--- src/rtl/etc_tile_sched.sv ---
// Job sequencer for one 4x4 extended-tensor-core tile unit: streams K tile pairs
// into the unit and reduces its results. Optional counters under ETC_SCHED_PERF_EN.
module etc_tile_sched #(
  parameter int W   = 16,
  parameter int KW  = 8,
  parameter int LAT = 2
) (
  input  logic            clk,
  input  logic            rst_n,
  input  logic            cmd_valid,
  output logic            cmd_ready,
  input  logic [1:0]      cmd_op,
  input  logic [KW-1:0]   cmd_ktiles,
  input  logic            tile_valid,
  output logic            tile_ready,
  input  logic [16*W-1:0] tile_a,
  input  logic [16*W-1:0] tile_b,
  output logic [1:0]      etc_op,
  output logic [16*W-1:0] etc_a,
  output logic [16*W-1:0] etc_b,
  input  logic [16*W-1:0] etc_out,
  output logic            res_valid,
  input  logic            res_ready,
  output logic [16*W-1:0] res_data
`ifdef ETC_SCHED_PERF_EN
  ,
  output logic [31:0]     perf_busy,
  output logic [31:0]     perf_stall
`endif
);

  localparam logic [1:0] S_IDLE  = 2'd0;
  localparam logic [1:0] S_RUN   = 2'd1;
  localparam logic [1:0] S_DRAIN = 2'd2;
  localparam logic [1:0] S_DONE  = 2'd3;

  localparam logic [LAT-1:0] LAST_STAGE = LAT'(1) << (LAT - 1);

  logic [1:0]      r_state;
  logic [1:0]      r_op;
  logic [KW-1:0]   r_remaining;
  logic [LAT-1:0]  r_pipe;
  logic [16*W-1:0] r_acc;
  logic            r_first;

  logic            w_cmdFire;
  logic            w_tileFire;
  logic            w_absorb;
  logic            w_pipeQuiet;
  logic [16*W-1:0] w_accNext;

  assign w_cmdFire  = cmd_valid && (r_state == S_IDLE);
  assign w_tileFire = tile_valid && (r_state == S_RUN);
  assign w_absorb   = r_pipe[LAT-1];
  // Only the stage being absorbed this cycle may still be occupied.
  assign w_pipeQuiet = ((r_pipe & ~LAST_STAGE) == '0);

  assign cmd_ready  = (r_state == S_IDLE);
  assign tile_ready = (r_state == S_RUN);
  assign res_valid  = (r_state == S_DONE);
  assign res_data   = r_acc;
  assign etc_op     = r_op;
  assign etc_a      = tile_a;
  assign etc_b      = tile_b;

  always_ff @(posedge clk or negedge rst_n) begin
    if (!rst_n) begin
      r_state     <= S_IDLE;
      r_op        <= 2'd0;
      r_remaining <= '0;
    end else begin
      case (r_state)
        S_IDLE: begin
          if (w_cmdFire) begin
            r_op        <= cmd_op;
            r_remaining <= cmd_ktiles;
            r_state     <= (cmd_ktiles == '0) ? S_DONE : S_RUN;
          end
        end
        S_RUN: begin
          if (w_tileFire) begin
            r_remaining <= r_remaining - KW'(1);
            if (r_remaining == KW'(1)) begin
              r_state <= S_DRAIN;
            end
          end
        end
        S_DRAIN: begin
          if (w_pipeQuiet) begin
            r_state <= S_DONE;
          end
        end
        default: begin
          if (res_ready) begin
            r_state <= S_IDLE;
          end
        end
      endcase
    end
  end

  always_ff @(posedge clk or negedge rst_n) begin
    if (!rst_n) begin
      r_pipe <= '0;
    end else begin
      r_pipe[0] <= w_tileFire;
      for (int i = 1; i < LAT; i++) begin
        r_pipe[i] <= r_pipe[i-1];
      end
    end
  end

  // Element-wise reduce: first result of a job loads, later ones add or take max.
  always_comb begin
    w_accNext = r_acc;
    for (int e = 0; e < 16; e++) begin
      if (r_first) begin
        w_accNext[e*W +: W] = etc_out[e*W +: W];
      end else if (r_op == 2'd0) begin
        w_accNext[e*W +: W] = r_acc[e*W +: W] + etc_out[e*W +: W];
      end else if (etc_out[e*W +: W] > r_acc[e*W +: W]) begin
        w_accNext[e*W +: W] = etc_out[e*W +: W];
      end else begin
        w_accNext[e*W +: W] = r_acc[e*W +: W];
      end
    end
  end

  always_ff @(posedge clk or negedge rst_n) begin
    if (!rst_n) begin
      r_acc   <= '0;
      r_first <= 1'b0;
    end else if (w_cmdFire) begin
      r_acc   <= '0;
      r_first <= 1'b1;
    end else if (w_absorb) begin
      r_acc   <= w_accNext;
      r_first <= 1'b0;
    end
  end

`ifdef ETC_SCHED_PERF_EN
  logic w_stallCycle;

  assign w_stallCycle = ((r_state == S_RUN) && !tile_valid) ||
                        ((r_state == S_DONE) && !res_ready);

  always_ff @(posedge clk or negedge rst_n) begin
    if (!rst_n) begin
      perf_busy  <= '0;
      perf_stall <= '0;
    end else begin
      if ((r_state != S_IDLE) && (perf_busy != '1)) begin
        perf_busy <= perf_busy + 32'd1;
      end
      if (w_stallCycle && (perf_stall != '1)) begin
        perf_stall <= perf_stall + 32'd1;
      end
    end
  end
`endif

endmodule

--- config.mk ---
export PLATFORM = sky130hd
export DESIGN_NAME = etc_tile_sched
export DESIGN_NICKNAME = d
export VERILOG_FILES = /design/src/rtl/etc_tile_sched.sv
export SDC_FILE = /design/constraint.sdc
export NUM_CORES = 2
export LEC_CHECK = 0
export CAP_MARGIN = 25
export CORE_AREA = 2 2 598 600
export CTS_CLUSTER_SIZE = 12
export DETAILED_ROUTE_END_ITERATION = 10
export DIE_AREA = 0 0 600 602
export MAX_ROUTING_LAYER = met4
export PLACE_DENSITY = 0.34
export SETUP_SLACK_MARGIN = 0.5
export SKIP_LAST_GASP = 1
export SLEW_MARGIN = 20
export SYNTH_ARGS = -nofsm -noshare
export SYNTH_HDL_FRONTEND = slang
export SYNTH_SLANG_ARGS = --single-unit
--- constraint.sdc ---
create_clock -name clk -period 3.3 [get_ports clk]
set_input_delay 0.495 -clock clk [delete_from_list [all_inputs] [get_ports clk]]
set_output_delay 0.495 -clock clk [all_outputs]
set_load 0.02 [all_outputs]
==> flow_summary.yaml <==
clock_tree:
  cts_buffers: 51
  clockRootBuffer: "clkbuf_16"
  cts_tree: "built"
  clk_latency_ps: 720
  clk_pin_slew_ps: 60
  htreeDepth: 2
  clk_path_buf_depth: 3
  clock-sinks: 271
placement:
  place_area_um2: 44300
  gp_congestion: 0.813
  hpwl_mm: 178
  port_buffers: 531
finish:
  nets: 5987
  drive_gt1_share_pct: 15.4
  fin_area_um2: 47100
  area_growth_pct: 37.6
worst_hold_path:
  hold_class: "in -> reg"
logic_synthesis:
  synth_area_leaders: "dfrtp_1, ha_1, buf_4"
  synth_xor_area_share_pct: 4.91
  synth_fa_ha_area_share_pct: 19.3
  syn_nets: 5654
  synth_cell_types: 89
  synth_cells: 4353
  yosys-mux-area-fraction_pct: 1.67
  yosysMostFrequentCell: "buf_4"
  syn_area_um2: 34200
  yosysWarnings: 0
  seq_area_frac_synth_pct: 19.8
  syn_area_per_cell_um2: 7.87
  synth_top_family_by_area: "compound AO/OA/AOI/OAI gates"
  synth_top_area_share_pct: 19.8
  async_reset_ff_share_pct: 100
  synth.ff_latch_count: 271
  synth_flop_cell: "dfrtp_1"
  yosys.area.top_type: "dfrtp_1"
  synth-edff-count: 0
  synth_commonest_cells: "buf_4, ha_1, inv_1"
  yosys.area_share.simple_pct: 13.5
  synth-compound-area-share_pct: 22.5
outcome:
  status: "finished, final reports clean"
setup_path:
  cp.arrival_ps: 3560
  path_max_fanout: 3
  path_class: "reg -> reg"
  endpoint_kind: "flop"
  cp-start-kind: "flop"
  required_ps: 3940
floorplan:
  die_area_um2: 361000
  start_util_pct: 9.65
  die_h_um: 602
  core_area_um2: 355000
  row_count: 219
  fp.dieW_um: 600
  io-pin-count: 1556
power:
  comb_power_share_pct: 72.1
  power_density_nw_per_um2: 938
  clockPowerShare_pct: 12.5
  power.switching_w: 0.0224
  vdd_ir_drop_max_uv: 391
  seq_power_share_pct: 15.4
  p_leak_nw: 19.4
  p_int_w: 0.0218
  p_sw_share_pct: 50.7
routing:
  num_vias: 32100
  drc_errors: 0
  wire_per_inst_um: 22.6
  drtAntennaViolNets: 0
  wirelength_mm: 214
  viasPerCell: 3.38
  first_pass_iters: 7
  drtIter0Drc: 1453
global_route:
  grt_pass1_vias: 32600
  grt_first_pass_wirelength_mm: 287
  grt_usage_pct: 11.8
  grt_max_degree: 67
  grt_overflow: 0
  antenna_found_initial: 52
timing:
  tns_ps: 0
  finalClockSkew_ps: 54.8
  slew_viol_final: 0
  finalSetupViolations: 0
  fmax_ghz: 0.342
  grt_setup_unrepaired: "yes"
  fin_crit_ps: 2920
  relSlewSlack_pct: 48.7
  worstMarginPinSlew_ps: 769
  post-route-period-util_pct: 88.5
  finalHoldViolations: 0
job:
  drv_cap: 0
-- cells by family after synthesis --
logic type,after synthesis
and+or+nand+nor,1010
xor gates and xnor gates,192
DFF,271
AOI/OAI and AO/OA,1170
buffers and inverters,1139
muxes,53
adders and majority gates,518
-- worst max-delay path, stage by stage, from the launching register on --
cell	delay [ps]
dfrtp_2	380
ha_4	140
inv_2	40
fa_2	350
o21ba_4	230
or4_4	430
a311o_2	410
a31oi_4	220
a21bo_1	160
nand2_1	60
a311o_1	320
mux2i_1	130
-- power by group through the flow --
stage / clock network (W) / registers (W) / logic (W)
4_1_cts: 0.00592 / 0.00686 / 0.0318
6_report: 0.00551 / 0.00682 / 0.0319
3_3_place_gp: 0 / 0.00685 / 0.0313
2_1_floorplan: 0 / 0.00798 / 0.0167
5_1_grt: 0.00594 / 0.00709 / 0.0353
3_5_place_dp: 0 / 0.00689 / 0.0312
-- path summary, 6_finish.rpt --
check	cells after the start	startpoint	to	slack, ps
setup / recovery	11	res_data[240]	res_data[252]	380
hold / removal	3	cmd_op[0]	etc_op[0]	320
setup reg to reg	11	res_data[240]	res_data[252]	380
hold reg to reg	0	r_pipe[0]	r_pipe[1]	430
max in group asynchronous	3	rst_n	res_data[240]	1920
min in group asynchronous	2	rst_n	res_data[205]	380
-- timing repair --
item	4_1_cts	5_1_grt
buffers inserted	15	20
gates resized for setup	63	149
pin swaps	19	34
endpoints found under the hold margin	34	0
hold buffers	1	0
gates cloned	1	0
endpoints found under the setup margin	117	174
-- cell type report --
class / instances / area [um^2]
fill: 40700 / 308000
timing repair buffer: 945 / 8930
tap: 4751 / 5940
multi-input combinational: 2943 / 22000
clock inverter: 13 / 113
antenna: 12 / 30.0
inverter: 474 / 1780
clock buffer: 81 / 1500
sequential: 271 / 6790
-- metrics by stage --
step	util [%]	hold slack [ps]	cells	total power [W]	setup WS [ps]
finish	13.3	319	9490	0.0442	379
global route	13.3	254	9488	0.0483	265
CTS	13.1	188	9458	0.0446	288
detailed placement	12.5	434	9347	0.0381	-541
global placement	12.5	433	9347	0.0381	-617
floorplan	-	199	4353	0.0247	501
-- routing by layer --
layer,vias to the layer above,wire (um),GRT usage [%]
met5,-,0,-
met4,0,11600,5.49
met3,441,23200,5.53
met2,1223,100000,19.1
met1,15300,79300,12.0
li1,15200,-,-
-- flip-flops by register name (all words and copies together) (netlist names) --
name and flops:
r_first 1, r_remaining 8, res_data 256, r_pipe 2, etc_op 2, r_state 2
-- cells in the final DEF (no fill, tap or decap), types with 46 or more instances in the layout --
cell,instances
buf_4,370
o211ai_1,56
o21ai_0,265
nor2b_1,54
xnor2_1,149
o21bai_1,60
nor3_1,57
nand2_1,322
clkdlybuf4s50_1,526
a22o_1,53
a21oi_1,278
inv_1,471
dfrtp_1,263
ha_1,491
a21o_1,49
nor2_1,299
nand3_1,65
clkbuf_16,52
nand4_1,46
Note: power is estimated with default switching activity, not from simulation.
